## config.mk

```make
export PLATFORM = sky130hd
export DESIGN_NAME = otter_mem_arbiter
export DESIGN_NICKNAME = d
export VERILOG_FILES = /design/src/rtl/otter_arb_pkg.sv /design/src/rtl/otter_rr_pick.sv /design/src/rtl/otter_mem_arbiter.sv
export SDC_FILE = /design/constraint.sdc
export NUM_CORES = 1
export LEC_CHECK = 0
export CELL_PAD_IN_SITES_DETAIL_PLACEMENT = 1
export CELL_PAD_IN_SITES_GLOBAL_PLACEMENT = 2
export CORE_MARGIN = 10
export CORE_UTILIZATION = 11
export CTS_BUF_LIST = sky130_fd_sc_hd__clkbuf_4 sky130_fd_sc_hd__clkbuf_8 sky130_fd_sc_hd__clkbuf_16
export DETAILED_ROUTE_END_ITERATION = 16
export GPL_ROUTABILITY_DRIVEN = 0
export HOLD_SLACK_MARGIN = 0.12
export PLACE_DENSITY_LB_ADDON = 0.1
export SLEW_MARGIN = 20
export SYNTH_ARGS = -nofsm -noshare
export SYNTH_HDL_FRONTEND = slang
export SYNTH_SLANG_ARGS = --single-unit
```

## constraint.sdc

```tcl
create_clock -name clk -period 3.05 [get_ports clk]
set_clock_uncertainty 0.05 [all_clocks]
set_input_delay 0.305 -clock clk [delete_from_list [all_inputs] [get_ports clk]]
set_output_delay 0.305 -clock clk [all_outputs]
set_load 0.1 [all_outputs]
```

## src/rtl/otter_arb_pkg.sv

```systemverilog
// otter_arb_pkg
// Shared types and constants for the OTTER memory port-2 arbiter.
//   arb_state_t : arbiter FSM states (IDLE, RD_WAIT)
//   REQ_CPU/REQ_DMA : requester IDs, also used as bit positions in req/gnt vectors
//   mem_size_t  : MEM_SIZE codes as carried in ir[13:12]
package otter_arb_pkg;

  typedef enum logic {
    IDLE    = 1'b0,
    RD_WAIT = 1'b1
  } arb_state_t;

  localparam logic REQ_CPU = 1'b0;
  localparam logic REQ_DMA = 1'b1;

  typedef enum logic [1:0] {
    BYTE = 2'd0,
    HALF = 2'd1,
    WORD = 2'd2
  } mem_size_t;

endpackage

```

## src/rtl/otter_rr_pick.sv

```systemverilog
// otter_rr_pick
// Two-way round-robin picker.
//   req[1:0] : request vector, bit index = requester ID
//   last     : ID of the most recently granted requester
//   en       : arbitration allowed this cycle
//   gnt[1:0] : one-hot grant (all zero when en=0 or no request)
//   winner   : ID of the granted requester (REQ_CPU when nobody is granted)
module otter_rr_pick
  import otter_arb_pkg::*;
(
  input  logic [1:0] req,
  input  logic       last,
  input  logic       en,
  output logic [1:0] gnt,
  output logic       winner
);

  // A requester wins if it is alone, or if the other one was served last.
  for (genvar gi = 0; gi < 2; gi++) begin : g_gnt
    localparam logic ID = 1'(gi);
    assign gnt[gi] = en & req[gi] & (~req[1-gi] | (last != ID));
  end

  assign winner = gnt[REQ_DMA] ? REQ_DMA : REQ_CPU;

endmodule

```

## src/rtl/otter_mem_arbiter.sv

```systemverilog
// otter_mem_arbiter
// Arbitrates the OTTER memory data port (port 2) between the CPU load/store
// path and a DMA/debug master. Round-robin on contention, one read
// outstanding at a time, writes complete in their grant cycle.
//
// Ports:
//   clk, RST                 : clock, synchronous active-high reset
//   cpu_* / dma_* (inputs)   : req, we, addr, din, size, sign per requester
//   cpu_gnt / dma_gnt        : command accepted this cycle (combinational)
//   cpu_rvalid / dma_rvalid  : read data valid pulse for the owning requester
//   rdata                    : mem_dout2 while an rvalid is high, else 0
//   mem_rden2, mem_we2, mem_addr2, mem_din2, mem_size, mem_sign : to Memory
//   mem_dout2                : from Memory
//   cpu_stall_cnt, dma_stall_cnt : only when ARB_PERF_EN is defined;
//                              saturating count of cycles with req=1, gnt=0
//
// Parameters: READ_LAT (1..3) grant-to-data latency, AW address width,
// DW data width.
module otter_mem_arbiter
  import otter_arb_pkg::*;
#(
  parameter int READ_LAT = 1,
  parameter int AW       = 32,
  parameter int DW       = 32
) (
  input  logic          clk,
  input  logic          RST,
  input  logic          cpu_req,
  input  logic          cpu_we,
  input  logic [AW-1:0] cpu_addr,
  input  logic [DW-1:0] cpu_din,
  input  logic [1:0]    cpu_size,
  input  logic          cpu_sign,
  output logic          cpu_gnt,
  output logic          cpu_rvalid,
  input  logic          dma_req,
  input  logic          dma_we,
  input  logic [AW-1:0] dma_addr,
  input  logic [DW-1:0] dma_din,
  input  logic [1:0]    dma_size,
  input  logic          dma_sign,
  output logic          dma_gnt,
  output logic          dma_rvalid,
  output logic [DW-1:0] rdata,
  output logic          mem_rden2,
  output logic          mem_we2,
  output logic [AW-1:0] mem_addr2,
  output logic [DW-1:0] mem_din2,
  output logic [1:0]    mem_size,
  output logic          mem_sign,
  input  logic [DW-1:0] mem_dout2
`ifdef ARB_PERF_EN
  ,
  output logic [31:0]   cpu_stall_cnt,
  output logic [31:0]   dma_stall_cnt
`endif
);

  localparam logic [1:0] RD_CNT_INIT = 2'(READ_LAT - 1);

  arb_state_t state_reg;
  logic [1:0] rd_cnt_reg;
  logic       owner_reg;
  logic       last_gnt_reg;

  logic       rd_done;
  logic       arb_en;
  logic [1:0] req_vec;
  logic [1:0] gnt_vec;
  logic       winner;
  logic       any_gnt;
  logic       win_we;

  // The completion cycle of a read is also a free arbitration slot.
  assign rd_done = (state_reg == RD_WAIT) && (rd_cnt_reg == 2'd0);
  assign arb_en  = (state_reg == IDLE) || rd_done;

  assign req_vec[REQ_CPU] = cpu_req;
  assign req_vec[REQ_DMA] = dma_req;

  otter_rr_pick u_pick (
    .req    (req_vec),
    .last   (last_gnt_reg),
    .en     (arb_en),
    .gnt    (gnt_vec),
    .winner (winner)
  );

  assign cpu_gnt = gnt_vec[REQ_CPU];
  assign dma_gnt = gnt_vec[REQ_DMA];
  assign any_gnt = |gnt_vec;
  assign win_we  = (winner == REQ_DMA) ? dma_we : cpu_we;

  assign cpu_rvalid = rd_done && (owner_reg == REQ_CPU);
  assign dma_rvalid = rd_done && (owner_reg == REQ_DMA);
  assign rdata      = rd_done ? mem_dout2 : '0;

  // Memory command mux: driven only in a grant cycle, zero otherwise.
  always_comb begin
    mem_rden2 = 1'b0;
    mem_we2   = 1'b0;
    mem_addr2 = '0;
    mem_din2  = '0;
    mem_size  = 2'd0;
    mem_sign  = 1'b0;
    if (any_gnt) begin
      mem_we2   = win_we;
      mem_rden2 = !win_we;
      if (winner == REQ_DMA) begin
        mem_addr2 = dma_addr;
        mem_din2  = dma_din;
        mem_size  = dma_size;
        mem_sign  = dma_sign;
      end else begin
        mem_addr2 = cpu_addr;
        mem_din2  = cpu_din;
        mem_size  = cpu_size;
        mem_sign  = cpu_sign;
      end
    end
  end

  always_ff @(posedge clk) begin
    if (RST) begin
      state_reg    <= IDLE;
      rd_cnt_reg   <= 2'd0;
      owner_reg    <= REQ_CPU;
      last_gnt_reg <= REQ_DMA;
    end else begin
      if (any_gnt) begin
        last_gnt_reg <= winner;
      end
      if (arb_en) begin
        // Either idle or finishing a read: a new read re-arms the wait,
        // anything else (write or no grant) leaves the bus idle.
        if (any_gnt && !win_we) begin
          state_reg  <= RD_WAIT;
          rd_cnt_reg <= RD_CNT_INIT;
          owner_reg  <= winner;
        end else begin
          state_reg  <= IDLE;
          rd_cnt_reg <= 2'd0;
        end
      end else begin
        rd_cnt_reg <= rd_cnt_reg - 2'd1;
      end
    end
  end

`ifdef ARB_PERF_EN
  always_ff @(posedge clk) begin
    if (RST) begin
      cpu_stall_cnt <= '0;
      dma_stall_cnt <= '0;
    end else begin
      if (cpu_req && !cpu_gnt && (cpu_stall_cnt != 32'hFFFF_FFFF)) begin
        cpu_stall_cnt <= cpu_stall_cnt + 32'd1;
      end
      if (dma_req && !dma_gnt && (dma_stall_cnt != 32'hFFFF_FFFF)) begin
        dma_stall_cnt <= dma_stall_cnt + 32'd1;
      end
    end
  end
`endif

endmodule

```

; Word level (Yosys, flattened, before mapping)
; Cells that the tools add are included.
[op_classes]
n_addsub = 1
mux = 14
bitwise_logic = 11
reduce_logical = 10
[ops]
columns = cell, count
row1 = $mux 32, 5
row2 = $mux 1, 7
row3 = $not 1->1, 5
row4 = $and 1x1->1, 4
row5 = $logic_and 1x1->1, 4
row6 = $mux 2, 2
row7 = $reduce_or 2->1, 2
row8 = $logic_not 2->1, 1
row9 = $or 1x1->1, 2
row10 = $reduce_and 2->1, 1
row11 = $sub 2x1->2 const B, 1
row12 = $logic_not 1->1, 1
row13 = $logic_or 1x1->1, 1
[totals]
regBits = 5
input_bits = 172
output_inout_bits = 105

; Longest topological paths before layout
[depth]
word_depth = 10
depth_mapped = 7

; By module
; From an unflattened synthesis, not the netlist that was laid out.
[hier_totals]
cells_unflattened = 219
area_unflattened_um2 = 1498.9
[by_module_without_submodules]
columns = module, instances, cells_per_inst, area_each_um2, seq_area_each_um2
row1 = otter_mem_arbiter, 1, 213, 1470.2, 100.1
row2 = otter_rr_pick, 1, 6, 28.8, 0.0

; Least setup slack after synthesis
; Ideal clock, no wire load.
[synth_path]
path_kind = reg2reg
startpoint = register rd_cnt_reg[0]
endpoint = register owner_reg
setup_ns = 0.068
arrival_ns = 3.193
required_time_ns = 2.932
slack_ns = -0.261
path_stages_with_launch = 7
cell_sequence = dfxtp_1 -> inv_1 -> ha_1 -> nor2b_1 -> buf_2 -> nor3_1 -> o311a_1
[synth_between]
elab_chain_cells = 10
elab_cells_between_ends = 13
classes_between = 2 x mux / 4 x bitwise / 7 x reduce/logical
[synth_lines]
columns = element, line
row1 = from (decl), otter_mem_arbiter.sv:62  ; logic [1:0] rd_cnt_reg;
row2 = from (signal assigned), otter_mem_arbiter.sv:145  ; rd_cnt_reg <= rd_cnt_reg - 2'd1;
row3 = $logic_not 2->1 (*), otter_mem_arbiter.sv:75  ; assign rd_done = (state_reg == RD_WAIT) && (rd_cnt_reg == 2'd0);
row4 = $logic_and 1x1->1 (*), otter_mem_arbiter.sv:75
row5 = $logic_or 1x1->1 (*), otter_mem_arbiter.sv:76  ; assign arb_en = (state_reg == IDLE) || rd_done;
row6 = $and 1x1->1 (*) (2 in series), otter_rr_pick.sv:21  ; assign gnt[gi] = en & req[gi] & (~req[1-gi] | (last != ID));
row7 = named net dma_gnt, otter_mem_arbiter.sv:42  ; output logic dma_gnt,
row8 = $mux 1, otter_rr_pick.sv:24  ; assign winner = gnt[REQ_DMA] ? REQ_DMA : REQ_CPU;
row9 = $mux 1, otter_mem_arbiter.sv:92  ; assign win_we = (winner == REQ_DMA) ? dma_we : cpu_we;
row10 = $logic_not 1->1, otter_mem_arbiter.sv:136  ; if (any_gnt && !win_we) begin
row11 = $logic_and 1x1->1, otter_mem_arbiter.sv:136
row12 = $reduce_and 2->1 (no line), --
row13 = to (signal assigned), otter_mem_arbiter.sv:139  ; owner_reg <= winner;
row14 = to (decl), otter_mem_arbiter.sv:63  ; logic owner_reg;
; The timed path passes the listed nets; every way through them passes the cells marked *.
; A chain may end at the register's enable or synchronous reset.

; Final worst setup path
[layout_path]
startpoint = register rd_cnt_reg[0]
endpoint = output mem_addr2[12]
[layout_between]
elab_chain_cells = 8
elab_cells_between_ends = 11
classes_between = 3 x mux / 4 x bitwise / 4 x reduce/logical
[layout_lines]
columns = element, line
row1 = $logic_not 2->1 (*), otter_mem_arbiter.sv:75
row2 = $logic_and 1x1->1 (*), otter_mem_arbiter.sv:75
row3 = $logic_or 1x1->1 (*), otter_mem_arbiter.sv:76
row4 = $and 1x1->1 (2 in series), otter_rr_pick.sv:21
row5 = $mux 1, otter_rr_pick.sv:24
row6 = $mux 32, otter_mem_arbiter.sv:109  ; if (winner == REQ_DMA) begin
row7 = $mux 32 (*), otter_mem_arbiter.sv:106  ; if (any_gnt) begin
row8 = to (decl), otter_mem_arbiter.sv:47  ; output logic [AW-1:0] mem_addr2,
; Mark *: on every way between the ends. The rest lies on a longest branch, timed or not.

==> run metrics <==
grt total ovfl 0; DRT iter0 DRCs between 90 and 100; antenna violations before repair 0; top cell type's share of synthesized area 25.2%; Clock Latency Late Sink around 0.22 ns; number of flip-flops in the largest register 2; Row Count between 40 and 50; max-slew violations 0; Tcrit/Tclk final 88.2%; worst rel slew slack 59.1%; Final Hold Viols 0; Final Core Density 31.8%; hold crit path type reg2reg; NumNets Final about 740; Root Driver clkbuf_16; H-tree levels 1; Via-to-Cell Ratio around 4.7; DR DRC count 0; Static Leak roughly 2.3 nW; Core Footprint 18000 um2; CTS Sinks 5; #FFs+latches synth 5; Final setup viols 0; critical path arrival 2.34 ns; PostCTS Resize Cnt 0; Commonest cells post-synth 70 x a21oi_1, 69 x nand4_1, 68 x o31ai_1; Worst-Margin Slew 0.612 ns; Clock Power Share 10.7%; via count around 3.8k; Post-DRT Antenna Nets 0; most frequent cell after synthesis a21oi_1; Synth area leaders o31ai_1 25%, nand4_1 21%, a21oi_1 17%; CTS Hold Buffers Added 0; Die Area 24300 um2; RSZ-0062 raised after global routing false; crit path max fanout 23; DR pass1 iterations 4; Gate Count Post-Synth 330; first-pass GRT wire length 25700 um; Antenna diodes 0; Initial Utilization 11.3%; Fmax 0.372 GHz; Num CTS Buffers 3; CP Data Required Time 2.69 ns; WS Path Type reg2out; Critical R2R Launch rd_cnt_reg[0]; Comb pwr share 85.9%; Avg Cell Area, Syn about 6 um2; hold_sp rd_cnt_reg[0]; Syn Nets 503; Max Cap Viol 0; Chip Height between 150 and 200 um; area leader, netlist o31ai_1; clock tree buffer depth 2; dpl hpwl 13300 um; largest net degree at the start of global routing 52; Setup crit start kind flop; Setup TNS 0 ns; total wire length 17400 um; # Post-CTS Setup Buffers 0; PD cells approximately 360 nW/um2; PortBufs 276; WHS between 0.3 and 0.4 ns; Syn Std Cell Area 2030 um2; CTS tree done; post-synthesis cell type count 26; crit-path cells inv_1, ha_1, nand2b_2, buf_4, nand4_1, a21oi_1, buf_12; Synth Flop Type dfxtp_1; delay-heaviest family, CP buffers and inverters; Post-synth EDFFs 0; Clk pin slew, worst setup/hold paths 0.03 ns; die width 156 um; Crit. Startpoint rd_cnt_reg[0]; status completed; switching fraction of total power 56.6%; Avg WL per Cell 21.9 um; I/O pin total 277; register area share after synthesis under 10%; WP buf/inv 3; VDD IR max 220 uV; Critical Path Sink Type output pin; Critical Path Max Stage Delay a little under 0.5 ns; CP max stage cell ha_1; warnings from Yosys 0; FFs w/ async S/R, synth 0%; area delta synth->final 182%; Reg2Reg Setup Slack 1.05 ns; Cell Int Power 0.902 mW; All-Layer GR Usage about an eighth; layout cell share with drive strength beyond 1 23.6%; Flop pwr share 3.4%; vias in the first global route 4044; min Tclk post-route 2.69 ns; Psw 1.17 mW
[power groups by stage]
stage          combinational, mW  clock (mW)  sequential (mW)
6_report                    1.78       0.222           0.0710
5_1_grt                     1.85       0.232           0.0712
4_1_cts                     1.80       0.225           0.0709
3_5_place_dp                1.79           0           0.0718
3_3_place_gp                1.79           0           0.0717
2_1_floorplan               1.03           0           0.0718
[worst reg2reg max path, stage by stage, from the launching register on]
cell      delay (ns)
dfxtp_1         0.30
inv_1           0.05
ha_1            0.49
nand2b_2        0.30
buf_12          0.26
nand2_1         0.13
a211o_1         0.30
[area by class of cell]
class / count / area, um2
Multi-Input combinational cell: 261 / 1660
Fill cell: 2070 / 12300
Clock buffer: 4 / 82.6
Timing Repair Buffer: 292 / 3580
Tap cell: 229 / 287
Sequential cell: 5 / 100
Inverter: 5 / 18.8
[cells in the final DEF (no fill, tap or decap)]
cell type	synthesis	final
clkbuf_4	0	1
nor3_2	0	1
clkbuf_16	0	3
nand2b_2	0	1
a21oi_1	70	70
and2_2	0	1
buf_2	24	1
o31ai_2	1	1
buf_4	2	44
o31ai_1	68	68
and3_1	32	32
dfxtp_1	5	5
o21ai_4	0	1
inv_2	1	1
ha_1	1	1
nand2_2	0	1
nor2b_4	0	1
and3b_1	1	1
nor3_1	4	3
a211o_1	1	1
o311a_1	1	1
nor2_1	4	4
clkdlybuf4s50_1	0	170
nand2_1	3	2
buf_12	0	77
o211ai_1	1	1
o2111ai_1	1	1
inv_1	4	4
nand4_1	69	69
[metal layers]
| layer | wire length [um] | part of all wire (%) | track usage [%] |
|---|---|---|---|
| met3 | 1670 | 9.6 | 6.07 |
| met5 | 0 | 0 | 0 |
| met1 | 7290 | 42 | 15.3 |
| met2 | 8440 | 49 | 22.4 |
| met4 | 0 | 0 | 0.134 |
[stage by stage]
| step | instance area, um2 | total power [mW] | setup WS (ns) | cells |
|---|---|---|---|---|
| after floorplan | 2030 | 1.10 | 0.0592 | 330 |
| after global placement | 5650 | 1.86 | 0.548 | 792 |
| after detailed placement | 5650 | 1.87 | 0.536 | 792 |
| after CTS | 5730 | 2.10 | 0.307 | 796 |
| after global routing | 5730 | 2.15 | 0.125 | 796 |
| final | 5730 | 2.08 | 0.359 | 796 |
[kinds of logic after synthesis]
group                      after synthesis  synth area share [%]
AOI/OAI and AO/OA                      144                  45.2
adders and majority gates                1                 0.617
buffers and inverters                   64                  14.4
DFF                                      5                  4.94
and+or+nand+nor                        116                  34.8
[final timing paths]
check                  end  depth (start not counted)
max          mem_addr2[12]                          7
min          rd_cnt_reg[0]                          1
max reg2reg   last_gnt_reg                          6
min reg2reg  rd_cnt_reg[0]                          1
Power figures use the tool's default switching activity.
